<file path="src/rtl/wave_key_ctrl.sv">
// wave_key_ctrl: turns debounced SEL/UP/DOWN key events into waveform type, edit field,
// frequency and amplitude indices with long-press toggle, auto-repeat and an update strobe.
module wave_key_ctrl #(
  parameter int LONG_CYC   = 25_000_000,
  parameter int REPEAT_CYC = 5_000_000,
  parameter int FREQ_MIN   = 1,
  parameter int FREQ_MAX   = 100,
  parameter int FREQ_RST   = 10,
  parameter int AMP_MIN    = 1,
  parameter int AMP_MAX    = 15,
  parameter int AMP_RST    = 8
) (
  input  logic       clk,
  input  logic       reset_n,
  input  logic [2:0] key_flag,
  input  logic [2:0] key_state,
  output logic [1:0] wave_type,
  output logic       edit_field,
  output logic [6:0] freq_idx,
  output logic [3:0] amp_idx,
  output logic       param_upd
);
  localparam int CMAX = LONG_CYC > REPEAT_CYC ? LONG_CYC : REPEAT_CYC;
  localparam int CW = $clog2(CMAX + 1);
  localparam logic [CW-1:0] L_END = CW'(LONG_CYC - 1);
  localparam logic [CW-1:0] R_END = CW'(REPEAT_CYC - 1);
  localparam logic [6:0] F_MIN = 7'(FREQ_MIN);
  localparam logic [6:0] F_MAX = 7'(FREQ_MAX);
  localparam logic [3:0] A_MIN = 4'(AMP_MIN);
  localparam logic [3:0] A_MAX = 4'(AMP_MAX);

  typedef enum logic {S_IDLE, S_HELD} sel_st_e;
  typedef enum logic [1:0] {A_IDLE, A_HOLD, A_REPEAT} adj_st_e;

  sel_st_e sel_q, sel_d;
  adj_st_e adj_q, adj_d;
  logic [CW-1:0] sel_cnt_q, sel_cnt_d, adj_cnt_q, adj_cnt_d;
  logic long_q, long_d, own_q, own_d;
  logic [1:0] wave_q, wave_d;
  logic edit_q, edit_d, upd_q, upd_d;
  logic [6:0] freq_q, freq_d;
  logic [3:0] amp_q, amp_d;
  logic [2:0] press, rel;
  logic own_rel, step;

  assign press   = key_flag & ~key_state;
  assign rel     = key_flag & key_state;
  assign own_rel = own_q ? rel[2] : rel[1];

  always_comb begin
    sel_d     = sel_q;
    sel_cnt_d = sel_cnt_q;
    long_d    = long_q;
    wave_d    = wave_q;
    edit_d    = edit_q;
    adj_d     = adj_q;
    adj_cnt_d = adj_cnt_q;
    own_d     = own_q;
    step      = 1'b0;
    if (sel_q == S_IDLE) begin
      if (press[0]) begin
        sel_d     = S_HELD;
        sel_cnt_d = '0;
        long_d    = 1'b0;
      end
    end else if (rel[0]) begin
      sel_d  = S_IDLE;
      wave_d = long_q ? wave_q : wave_q + 2'd1;
    end else begin
      sel_cnt_d = sel_cnt_q == L_END ? sel_cnt_q : sel_cnt_q + 1'b1;
      if (sel_cnt_q == L_END && !long_q) begin
        edit_d = ~edit_q;
        long_d = 1'b1;
      end
    end
    case (adj_q)
      A_IDLE: if (press[1] | press[2]) begin
        own_d     = ~press[1];
        step      = 1'b1;
        adj_d     = A_HOLD;
        adj_cnt_d = '0;
      end
      A_HOLD: if (own_rel) adj_d = A_IDLE;
      else if (adj_cnt_q == L_END) begin
        step      = 1'b1;
        adj_d     = A_REPEAT;
        adj_cnt_d = '0;
      end else adj_cnt_d = adj_cnt_q + 1'b1;
      A_REPEAT: if (own_rel) adj_d = A_IDLE;
      else if (adj_cnt_q == R_END) begin
        step      = 1'b1;
        adj_cnt_d = '0;
      end else adj_cnt_d = adj_cnt_q + 1'b1;
      default: adj_d = A_IDLE;
    endcase
    // steps target the field selected before any same-cycle toggle
    freq_d = step && !edit_q ? (own_d ? (freq_q > F_MIN ? freq_q - 7'd1 : freq_q)
                                      : (freq_q < F_MAX ? freq_q + 7'd1 : freq_q)) : freq_q;
    amp_d  = step && edit_q ? (own_d ? (amp_q > A_MIN ? amp_q - 4'd1 : amp_q)
                                     : (amp_q < A_MAX ? amp_q + 4'd1 : amp_q)) : amp_q;
    upd_d  = wave_d != wave_q || edit_d != edit_q || freq_d != freq_q || amp_d != amp_q;
  end

  always_ff @(posedge clk or negedge reset_n) begin
    if (!reset_n) begin
      sel_q     <= S_IDLE;
      adj_q     <= A_IDLE;
      sel_cnt_q <= '0;
      adj_cnt_q <= '0;
      long_q    <= 1'b0;
      own_q     <= 1'b0;
      wave_q    <= 2'd0;
      edit_q    <= 1'b0;
      freq_q    <= 7'(FREQ_RST);
      amp_q     <= 4'(AMP_RST);
      upd_q     <= 1'b0;
    end else begin
      sel_q     <= sel_d;
      adj_q     <= adj_d;
      sel_cnt_q <= sel_cnt_d;
      adj_cnt_q <= adj_cnt_d;
      long_q    <= long_d;
      own_q     <= own_d;
      wave_q    <= wave_d;
      edit_q    <= edit_d;
      freq_q    <= freq_d;
      amp_q     <= amp_d;
      upd_q     <= upd_d;
    end
  end

  assign wave_type  = wave_q;
  assign edit_field = edit_q;
  assign freq_idx   = freq_q;
  assign amp_idx    = amp_q;
  assign param_upd  = upd_q;
endmodule
</file>
<file path="config.mk">
export PLATFORM = sky130hd
export DESIGN_NAME = wave_key_ctrl
export DESIGN_NICKNAME = d
export VERILOG_FILES = /design/src/rtl/wave_key_ctrl.sv
export SDC_FILE = /design/constraint.sdc
export NUM_CORES = 1
export LEC_CHECK = 0
export ABC_AREA = 1
export BUFFER_PORTS_ARGS = -buffer_cell sky130_fd_sc_hd__buf_2
export CAP_MARGIN = 10
export CORE_MARGIN = 2
export CORE_UTILIZATION = 25
export DETAILED_ROUTE_END_ITERATION = 8
export SYNTH_ARGS = -nofsm -noshare
export SYNTH_HDL_FRONTEND = slang
export SYNTH_SLANG_ARGS = --single-unit
</file>
<file path="constraint.sdc">
create_clock -name clk -period 3 [get_ports clk]
set_input_delay 0.45 -clock clk [delete_from_list [all_inputs] [get_ports clk]]
set_output_delay 0.45 -clock clk [all_outputs]
set_load 0.02 [all_outputs]
</file>
==> impl_metrics.toml <==
[status]
outcome = "finished, final reports clean"

[clock_network]
cts_max_level = 3
clkSlewWorstSetupHoldPaths_ns = 0.06
holdBufCountCts = 0
cts_setup_buffers = 0
tritoncts = "built"
cts_sinks = 70
clock_latency_ns = 0.33
cts_buffer_depth = 2
cts_resized = 0
numCtsBuffers = 9
clock-root-buffer = "clkbuf_16"

[worst_setup_path]
cp_max_fo = 16
worstPathArrival_ns = 2.66
slowest_delay_ns = 0.49
path_delay_family = "simple AND/OR/NAND/NOR gates"
worstSetupEndpointType = "flip-flop"
required_ns = 3.24
slowest_stage = "inv_1"
worstPathCellList = "inv_1, ha_1, inv_1, nand2_1, nand2_1, nand2_1, nand2_1, inv_1, nand2_1, o21bai_1, inv_1, nor3_1"
path_common_cell = "nand2_1"
path_buf_inv = 4
worst-setup-path-type = "flip-flop to flip-flop"
startpoint_type = "flip-flop"

[yosys]
synthAdderAreaFrac_pct = 2.89
synth_top_family_by_area = "simple AND/OR/NAND/NOR gates"
netlist_top_cells_area = "dfrtp_1 (32%), nand2_1 (18%), nor2_1 (8.3%), nand3_1 (8.2%), inv_1 (6.2%)"
yosys.area_share.xor_xnor_pct = 5.57
synth_flop_cell = "dfrtp_1"
yosysWarnings = 0
synth_cells = 788
synth_area_sq_mm = 0.00519
syn_area_per_cell_sq_um = 6.59
synth_edf_count = 0
synth-seq-area-share_pct = 33.8
synthDistinctLibCells = 42
yosys.cell_count.top_type = "nand2_1"
synthMuxAreaShare_pct = 0.193
yosys.area_share.simple_pct = 43.2
synthTopCellsByCount = "nand2_1 (253), nor2_1 (115), inv_1 (86), nand3_1 (85), dfrtp_1 (67)"
synth_top_area_cell = "dfrtp_1"
syn-num-nets = 808
synth-compound-area-share_pct = 6.00
synthArstFlopShare_pct = 100
synth-seq-cells = 70
yosys.area.top_type_share_pct = 32.3

[hold_path]
hold_path_class = "primary input to async pin"

[timing]
rsz0062_at_grt = "false"
setup_viol = 0
fin_setup_tns_ns = 0
slew_headroom_pct = 39.0
maxSlewViolCount = 0
skew_ns = 0.00817
fmaxAchievable_ghz = 0.413
finalCriticalPeriod_ns = 2.42
hold_viol = 0
tightest_slew_ns = 0.915
fin_crit_sh_pct = 80.7

[placement]
dpl-instance-area_sq_mm = 0.00558
io_buffers = 22
place_congestion = 0.882
dpl.cell_count = 1069
dp_hpwl_mm = 9.46

[final_layout]
nets = 830
fin_area_sq_mm = 0.00585
fillCellCount = 2261
drive_above_1_share_pct = 7.85
diodes = 0
fin_cells = 1085
area_delta_synth_final_pct = 12.7

[power_and_ir_drop]
power_density_mw_per_mm2 = 541
ir_drop_mv = 0.345
p_sw_share_pct = 39.1
clkPwrFrac_pct = 30.9
p_int_w = 0.00193
cellLeakagePower_nw = 2.73
power_frac_comb_pct = 33.2
power_frac_seq_pct = 35.9
p_sw_w = 0.00124

[grt]
grtUsageTotal_pct = 12.1
grt_first_pass_wirelength_mm = 22.0
gr-total-overflow = 0
antenna_found_initial = 0
grt_pass1_vias = 4506
grt_max_degree = 71

[job]
maxCapViolations = 0

[route]
drt-total-wl_mm = 12.8
via_per_inst = 4.54
ant_nets = 0
drt-wirelength-per-cell_microns = 11.8
dr_total_vias = 4921
drcViolationCount = 0
first_pass_iters = 5
drtIter0Drc = 233

[floorplanning]
die_x_microns = 148
design.core.area_sq_mm = 0.0203
die_y_microns = 148
dieArea_sq_mm = 0.0219
design.portCount = 23
start_util_pct = 25.6
rows = 52
-- final timing paths --
path	startpoint	end	slack, ns	cells past startpoint
worst max-delay path	adj_q[0]$_DFFE_PN0P_	adj_cnt_q[7]$_DFFE_PN0P_	0.58	12
worst min-delay path	reset_n	sel_cnt_q[20]$_DFFE_PN0P_	0.24	1
worst max register to register	adj_q[0]$_DFFE_PN0P_	adj_cnt_q[7]$_DFFE_PN0P_	0.58	12
worst min register to register	wave_type[1]$_DFF_PN0_	wave_type[1]$_DFF_PN0_	0.46	1
max in group asynchronous	reset_n	adj_cnt_q[15]$_DFFE_PN0P_	2.15	1
min in group clk	key_flag[0]	sel_q$_DFF_PN0_	0.45	3
-- metal layers --
layer	up-vias	GRT usage (%)	routed length [microns]
met2	112	19.1	5820
li1	2557	-	-
met1	2234	17.2	6340
met5	-	0	0
met3	18	2.24	506
met4	0	2.67	177
-- registers in the layout (all words and copies together), names as in the netlist --
name / flops
adj_cnt_q: 25
sel_cnt_q: 25
freq_idx: 7
amp_idx: 4
adj_q: 2
wave_type: 2
edit_field: 1
long_q: 1
own_q: 1
param_upd: 1
sel_q: 1
-- metrics by stage --
step	power, W	util, %	setup slack (ns)	hold slack (ns)
final	0.00317	28.8	0.579	0.236
after global routing	0.00338	28.8	0.266	0.323
after CTS	0.00319	28.8	0.590	0.294
after detailed placement	0.00220	27.5	0.591	0.455
after global placement	0.00219	27.5	0.709	0.452
after floorplan	0.00193	-	1.17	0.154
-- cell type report --
cell class                 instances  area, sq um  area share, %
clock buffer                      12          246           4.21
clock inverter                     4         22.5          0.385
inverter                          91          342           5.84
multi-input combinational        612         3000           51.3
sequential                        70         1760           30.0
tap                              270          338           5.78
timing repair buffer              26          143           2.44
-- power groups by stage --
stage          Combinational [W]  Clock, W  Sequential, W
2_1_floorplan           0.000764         0        0.00117
3_3_place_gp             0.00104         0        0.00115
3_5_place_dp             0.00105         0        0.00115
4_1_cts                  0.00106   0.00100        0.00114
5_1_grt                  0.00119   0.00104        0.00115
6_report                 0.00105  0.000977        0.00114
-- cells by family (layout without fill, tap and decap cells) --
group           count (synthesis)  count (layout)
fa+ha+maj                      12              12
mux                             1               1
simple gates                  518             518
compound gates                 48              48
buf+inv                       106             133
flops                          70              70
xor+xnor                       33              33
-- layout by cell type (no fill, tap or decap), types with 4 or more instances in the layout --
cell type,netlist,final
nand2_1,253,253
nor2_1,115,115
inv_1,86,86
nand3_1,85,85
dfrtp_1,67,67
xor2_1,29,29
nor3_1,27,27
o21ai_0,26,26
nand4_1,25,25
buf_2,4,21
ha_1,12,12
clkbuf_16,0,9
o21ai_2,8,8
buf_4,2,5
xnor2_1,4,4
a21oi_1,4,4
clkinv_1,4,4
Note: power is estimated with default switching activity, not from simulation.
